### config.mk
export PLATFORM = sky130hd
export DESIGN_NAME = arbitro_memoria
export DESIGN_NICKNAME = d
export VERILOG_FILES = /design/src/rtl/arbitro_memoria.sv
export SDC_FILE = /design/constraint.sdc
export NUM_CORES = 1
export LEC_CHECK = 0
export CAP_MARGIN = 20
export CORE_ASPECT_RATIO = 0.5
export CORE_UTILIZATION = 31
export CTS_CLUSTER_DIAMETER = 200
export CTS_CLUSTER_SIZE = 30
export DETAILED_ROUTE_END_ITERATION = 10
export PLACE_DENSITY = 0.68
export SYNTH_ARGS = -nofsm -noshare
export SYNTH_HDL_FRONTEND = slang
export SYNTH_SLANG_ARGS = --single-unit
### constraint.sdc
create_clock -name Reloj -period 2.2 [get_ports Reloj]
set_clock_uncertainty 0.1 [all_clocks]
set_input_delay 0.66 -clock Reloj [delete_from_list [all_inputs] [get_ports Reloj]]
set_output_delay 0.66 -clock Reloj [all_outputs]
set_load 0.05 [all_outputs]
### src/rtl/arbitro_memoria.sv
// arbitro_memoria
//   Shares one single-port memory between the CPU control unit (AR/DR traffic)
//   and the boot-time program loader (Cargador). Each requester uses a Req/Ack
//   handshake; the arbiter sequences the memory strobes for ESPERAS+1 access
//   cycles, then pulses the winner's Ack for exactly one cycle.
//
//   State sequence: REPOSO -> ACCESO -> FIN -> REPOSO.
//   Latency: Req sampled at the edge ending cycle t -> Ack high in cycle
//   t+ESPERAS+2. Minimum repeat period is ESPERAS+3 cycles.
//
//   Build option: define ARB_PRIORIDAD_CPU_EN for fixed CPU priority on ties.
//   Left undefined, ties alternate round-robin and the CPU wins the first tie
//   after reset.
module arbitro_memoria #(
   parameter int ANCHO_DIR  = 16,
   parameter int ANCHO_DATO = 16,
   parameter int ESPERAS    = 2
) (
   input  logic                  Reloj,
   input  logic                  Reiniciar,
   // CPU requester
   input  logic                  CpuReq,
   input  logic                  CpuEscribe,
   input  logic [ANCHO_DIR-1:0]  CpuDir,
   input  logic [ANCHO_DATO-1:0] CpuDato,
   output logic                  CpuAck,
   // Loader requester
   input  logic                  CarReq,
   input  logic                  CarEscribe,
   input  logic [ANCHO_DIR-1:0]  CarDir,
   input  logic [ANCHO_DATO-1:0] CarDato,
   output logic                  CarAck,
   // Read data returned to whichever requester issued the last read
   output logic [ANCHO_DATO-1:0] DatoLeido,
   // Memory side
   output logic [ANCHO_DIR-1:0]  MemDir,
   output logic [ANCHO_DATO-1:0] MemDatoEsc,
   output logic                  MemSel,
   output logic                  MemEsc,
   input  logic [ANCHO_DATO-1:0] MemDatoLec
);

   typedef enum logic [1:0] {
      REPOSO = 2'd0,
      ACCESO = 2'd1,
      FIN    = 2'd2
   } estado_t;

   // Wait-state count loaded at grant; the counter is 4 bits wide (0..15).
   localparam logic [3:0] C_ESPERAS = 4'(ESPERAS);

   estado_t               r_estado;
   logic [3:0]            r_cuenta;
   logic                  r_ganador_car;   // 1: current transaction belongs to the loader
   logic                  r_cpu_ack;
   logic                  r_car_ack;
   logic                  r_mem_sel;
   logic                  r_mem_esc;
   logic [ANCHO_DIR-1:0]  r_mem_dir;
   logic [ANCHO_DATO-1:0] r_mem_dato_esc;
   logic [ANCHO_DATO-1:0] r_dato_leido;
`ifndef ARB_PRIORIDAD_CPU_EN
   logic                  r_ultimo_car;    // 1: last grant went to the loader
`endif

   logic                  w_hay_req;
   logic                  w_gana_car;
   logic                  w_esc_sel;
   logic [ANCHO_DIR-1:0]  w_dir_sel;
   logic [ANCHO_DATO-1:0] w_dato_sel;

   // Pick the winner for a grant in REPOSO and mux its access attributes.
   always_comb begin
      // NOTE: every signal gets a default before any condition, so no path
      // leaves it unassigned and no latch is inferred.
      w_hay_req  = CpuReq | CarReq;
      w_gana_car = 1'b0;
`ifdef ARB_PRIORIDAD_CPU_EN
      // Loader only wins when the CPU is not asking at all.
      w_gana_car = CarReq & ~CpuReq;
`else
      // Loader wins alone, or on a tie when the CPU had the previous grant.
      w_gana_car = CarReq & (~CpuReq | ~r_ultimo_car);
`endif
      w_esc_sel  = CpuEscribe;
      w_dir_sel  = CpuDir;
      w_dato_sel = CpuDato;
      if (w_gana_car) begin
         w_esc_sel  = CarEscribe;
         w_dir_sel  = CarDir;
         w_dato_sel = CarDato;
      end
   end

   // Arbitration FSM with registered memory strobes, Acks and read data.
   always_ff @(posedge Reloj) begin
      // NOTE: state and outputs use non-blocking assignments so every register
      // sees the pre-edge values of the others, matching real flip-flops.
      if (Reiniciar) begin
         r_estado       <= REPOSO;
         r_cuenta       <= 4'd0;
         r_ganador_car  <= 1'b0;
         r_cpu_ack      <= 1'b0;
         r_car_ack      <= 1'b0;
         r_mem_sel      <= 1'b0;
         r_mem_esc      <= 1'b0;
         r_mem_dir      <= '0;
         r_mem_dato_esc <= '0;
         r_dato_leido   <= '0;
`ifndef ARB_PRIORIDAD_CPU_EN
         r_ultimo_car   <= 1'b1;
`endif
      end else begin
         case (r_estado)
            REPOSO: begin
               r_cpu_ack <= 1'b0;
               r_car_ack <= 1'b0;
               if (w_hay_req) begin
                  // Grant edge: capture the winner's request for the whole access.
                  r_ganador_car  <= w_gana_car;
                  r_mem_esc      <= w_esc_sel;
                  r_mem_dir      <= w_dir_sel;
                  r_mem_dato_esc <= w_dato_sel;
                  r_mem_sel      <= 1'b1;
                  r_cuenta       <= C_ESPERAS;
`ifndef ARB_PRIORIDAD_CPU_EN
                  r_ultimo_car   <= w_gana_car;
`endif
                  r_estado       <= ACCESO;
               end
            end

            ACCESO: begin
               // Address, data and strobes stay frozen while the memory works.
               if (r_cuenta != 4'd0) begin
                  r_cuenta <= r_cuenta - 4'd1;
               end else begin
                  // Last access cycle: read data is valid now.
                  if (!r_mem_esc) begin
                     r_dato_leido <= MemDatoLec;
                  end
                  r_mem_sel <= 1'b0;
                  r_mem_esc <= 1'b0;
                  r_cpu_ack <= ~r_ganador_car;
                  r_car_ack <= r_ganador_car;
                  r_estado  <= FIN;
               end
            end

            FIN: begin
               // Ack is visible for this one cycle; Req seen here is ignored.
               r_cpu_ack <= 1'b0;
               r_car_ack <= 1'b0;
               r_estado  <= REPOSO;
            end

            default: begin
               r_cpu_ack <= 1'b0;
               r_car_ack <= 1'b0;
               r_mem_sel <= 1'b0;
               r_mem_esc <= 1'b0;
               r_estado  <= REPOSO;
            end
         endcase
      end
   end

   assign CpuAck     = r_cpu_ack;
   assign CarAck     = r_car_ack;
   assign DatoLeido  = r_dato_leido;
   assign MemDir     = r_mem_dir;
   assign MemDatoEsc = r_mem_dato_esc;
   assign MemSel     = r_mem_sel;
   assign MemEsc     = r_mem_esc;

endmodule

==> impl_metrics.env <==
export IMPL_cp_arrival_ps=2070
export IMPL_rows=22
export IMPL_slew_viol_final=0
export IMPL_drt_initial_drc_count=130
export IMPL_grt_max_degree=22
export IMPL_synth_edf_count=0
export IMPL_avgSynthCellArea_um2=10.5
export IMPL_htreeDepth=3
export IMPL_fin_ws_ps=242
export IMPL_via_per_inst=4.94
export IMPL_critPathMaxFanout=20
export IMPL_endpoint_kind="flop"
export IMPL_drt_total_wl_um=7300
export IMPL_antenna_left=0
export IMPL_fin_crit_sh_pct=89.0
export IMPL_diodes=0
export IMPL_wl_per_cell_um=14.8
export IMPL_cts_setup_buffers=0
export IMPL_ios=138
export IMPL_p_seq_share_pct=34.7
export IMPL_ys_warnings_count=0
export IMPL_core_um2=7570
export IMPL_ys_types=34
export IMPL_syn_inst=239
export IMPL_fin_util_pct=55.5
export IMPL_grt_overflow=0
export IMPL_postCtsHoldBufs=0
export IMPL_path_cells="clkdlybuf4s50_1 -> o21bai_4 -> or3_1 -> buf_4 -> o32ai_1"
export IMPL_syn_num_nets=326
export IMPL_drive_gt1_share_pct=22.3
export IMPL_synthesis_area_um2=2510
export IMPL_cpPeakStageDelay_ps=610
export IMPL_finalPower_mw=3.68
export IMPL_cts_resized=0
export IMPL_drc=0
export IMPL_start_util_pct=33.2
export IMPL_crit_required_ps=2310
export IMPL_antenna_found_initial=0
export IMPL_place_gp_congestion=0.758
export IMPL_clk_pin_slew_ps=50
export IMPL_fp_dieArea_um2=8490
export IMPL_grt_pass1_wl_um=11300
export IMPL_dp_slack_ps=-91.8
export IMPL_slew_headroom_pct=69.5
export IMPL_grt_util_all_layers_pct=17.5
export IMPL_root_buffer="clkbuf_16"
export IMPL_p_sw_mw=1.17
export IMPL_dp_hpwl_um=5520
export IMPL_ys_ff_latch=60
export IMPL_hold_viol=0
export IMPL_setup_viol_count_final=0
export IMPL_cellLeakagePower_nw=1.68
export IMPL_combinationalPowerShare_pct=29.7
export IMPL_num_fill_cells=652
export IMPL_io_buffers=137
export IMPL_whs_ps=363
export IMPL_die_width_um=129
export IMPL_worst_pin_slew_ps=457
export IMPL_hold_class="flop to flop"
export IMPL_clk_latency_ps=320
export IMPL_netlist_top_cells_area="dfxtp_1, mux2i_1, o2bb2ai_1"
export IMPL_synth_top_cell_area_share_pct=47.8
export IMPL_firstDrtPassIters=4
export IMPL_slowest_stage="clkdlybuf4s50_1"
export IMPL_rsz0062_at_grt="no"
export IMPL_cts_tree="built"
export IMPL_fin_crit_ps=1960
export IMPL_cts_buffer_depth=2
export IMPL_ys_seq_area_share_pct=47.8
export IMPL_cap_violations=0
export IMPL_p_sw_share_pct=31.7
export IMPL_outcome="complete, no violations"
export IMPL_fmaxAchievable_mhz=511
export IMPL_postSynth_asyncResetShare_pct=0
export IMPL_cts_buffers=9
export IMPL_p_per_area_nw_per_um2=877
export IMPL_grt_pass1_vias=2441
export IMPL_ys_flop_type="dfxtp_1"
export IMPL_die_y_um=65.7
export IMPL_r2r_slack_ps=310
export IMPL_peakVddDrop_uv=463
export IMPL_path_class="primary input to flop"
export IMPL_nNetsFinal=468
export IMPL_p_int_mw=2.52
export IMPL_start_kind="primary input"
export IMPL_clock_sinks=60
export IMPL_clock_power_share_pct=35.7
export IMPL_yosys_area_top_type="dfxtp_1"
export IMPL_syn_to_final_growth_pct=67.1
export IMPL_dr_total_vias=2434
-- stage by stage --
step	std cells	instance area (µm²)	TNS [ps]
after floorplan	239	2510	0
after global placement	478	3910	-291
after detailed placement	478	3910	-1410
after CTS	493	4200	0
after global routing	493	4200	0
final	493	4200	0
-- cells by family (layout without fill, tap and decap cells) --
group | Yosys count | count (layout) | share of synthesized area, %
flops | 60 | 60 | 47.8
mux | 34 | 34 | 13.5
buf+inv | 25 | 171 | 6.03
simple gates | 36 | 36 | 8.52
fa+ha+maj | 1 | 1 | 0.498
compound gates | 83 | 83 | 23.6
-- state kept, by name, indices dropped and copies added (netlist names) --
| name | flops |
|---|---|
| CpuAck | 1 |
| MemDir | 16 |
| r_cuenta | 4 |
| MemSel | 1 |
| r_ganador_car | 1 |
| r_estado | 2 |
| r_ultimo_car | 1 |
| MemDatoEsc | 16 |
| MemEsc | 1 |
| DatoLeido | 16 |
| CarAck | 1 |
-- cell type report --
class / instances / area, µm² / area share, %
Clock inverter: 1 / 5.00 / 0.119
Tap cell: 108 / 135 / 3.22
Inverter: 5 / 18.8 / 0.447
Timing Repair Buffer: 151 / 1380 / 33.0
Clock buffer: 14 / 284 / 6.76
Sequential cell: 60 / 1200 / 28.6
Multi-Input combinational cell: 154 / 1170 / 27.9
-- per-layer routing --
layer	vias up	global-route usage (%)	part of all wire (%)
li1	1190	-	-
met5	-	0	0
met1	1181	18.9	40
met3	7	4.64	4.9
met4	0	6.62	1.0
met2	56	33.1	54
-- layout by cell type, fill, tap and decap left out, types with 2 or more instances in the layout --
cell type        count
dfxtp_1             60
or3b_1               2
inv_1                5
clkbuf_16            9
clkdlybuf4s50_1     85
nor3b_2              2
or3_1                2
o21ai_0             17
nand2b_1             2
and3_1               2
buf_4               63
mux2i_1             34
o2bb2ai_1           32
a21oi_1             20
nor3_1               3
clkbuf_8             4
nand2_1              3
a211oi_1             2
buf_12               3
nand3_1             17
o221ai_1             2
-- cells in the mapped netlist, drive strengths merged, types with 2 or more instances --
library cell / number
and3: 2
a21oi: 21
nor3: 3
or3: 2
o2bb2ai: 32
nand2: 3
dfxtp: 60
nand2b: 2
mux2i: 34
nand3: 17
a21boi: 2
clkbuf: 5
o221ai: 2
a211oi: 2
nor3b: 2
inv: 5
or3b: 2
buf: 15
o21ai: 17
-- power by group through the flow --
stage / logic [mW] / registers, mW / clock network, mW
CTS: 1.10 / 1.28 / 1.35
floorplan: 0.345 / 1.62 / 0
global route: 1.16 / 1.29 / 1.40
finish: 1.09 / 1.28 / 1.31
global placement: 1.08 / 1.29 / 0
detailed placement: 1.10 / 1.29 / 0
-- worst max-delay path: cells and delay by family --
family	cells	cell delay [ps]
AO/OA/AOI/OAI	2	240
AND/OR/NAND/NOR	1	330
buffers and inverters	2	830
-- path summary, 6_finish.rpt --
path | start | to | cells past startpoint
worst max-delay path | CpuReq | MemEsc | 5
worst min-delay path | MemDir[5] | MemDir[5] | 1
worst max register to register | r_cuenta[0] | DatoLeido[2] | 6
worst min register to register | MemDir[5] | MemDir[5] | 1
(Power assumes the default switching activity.)
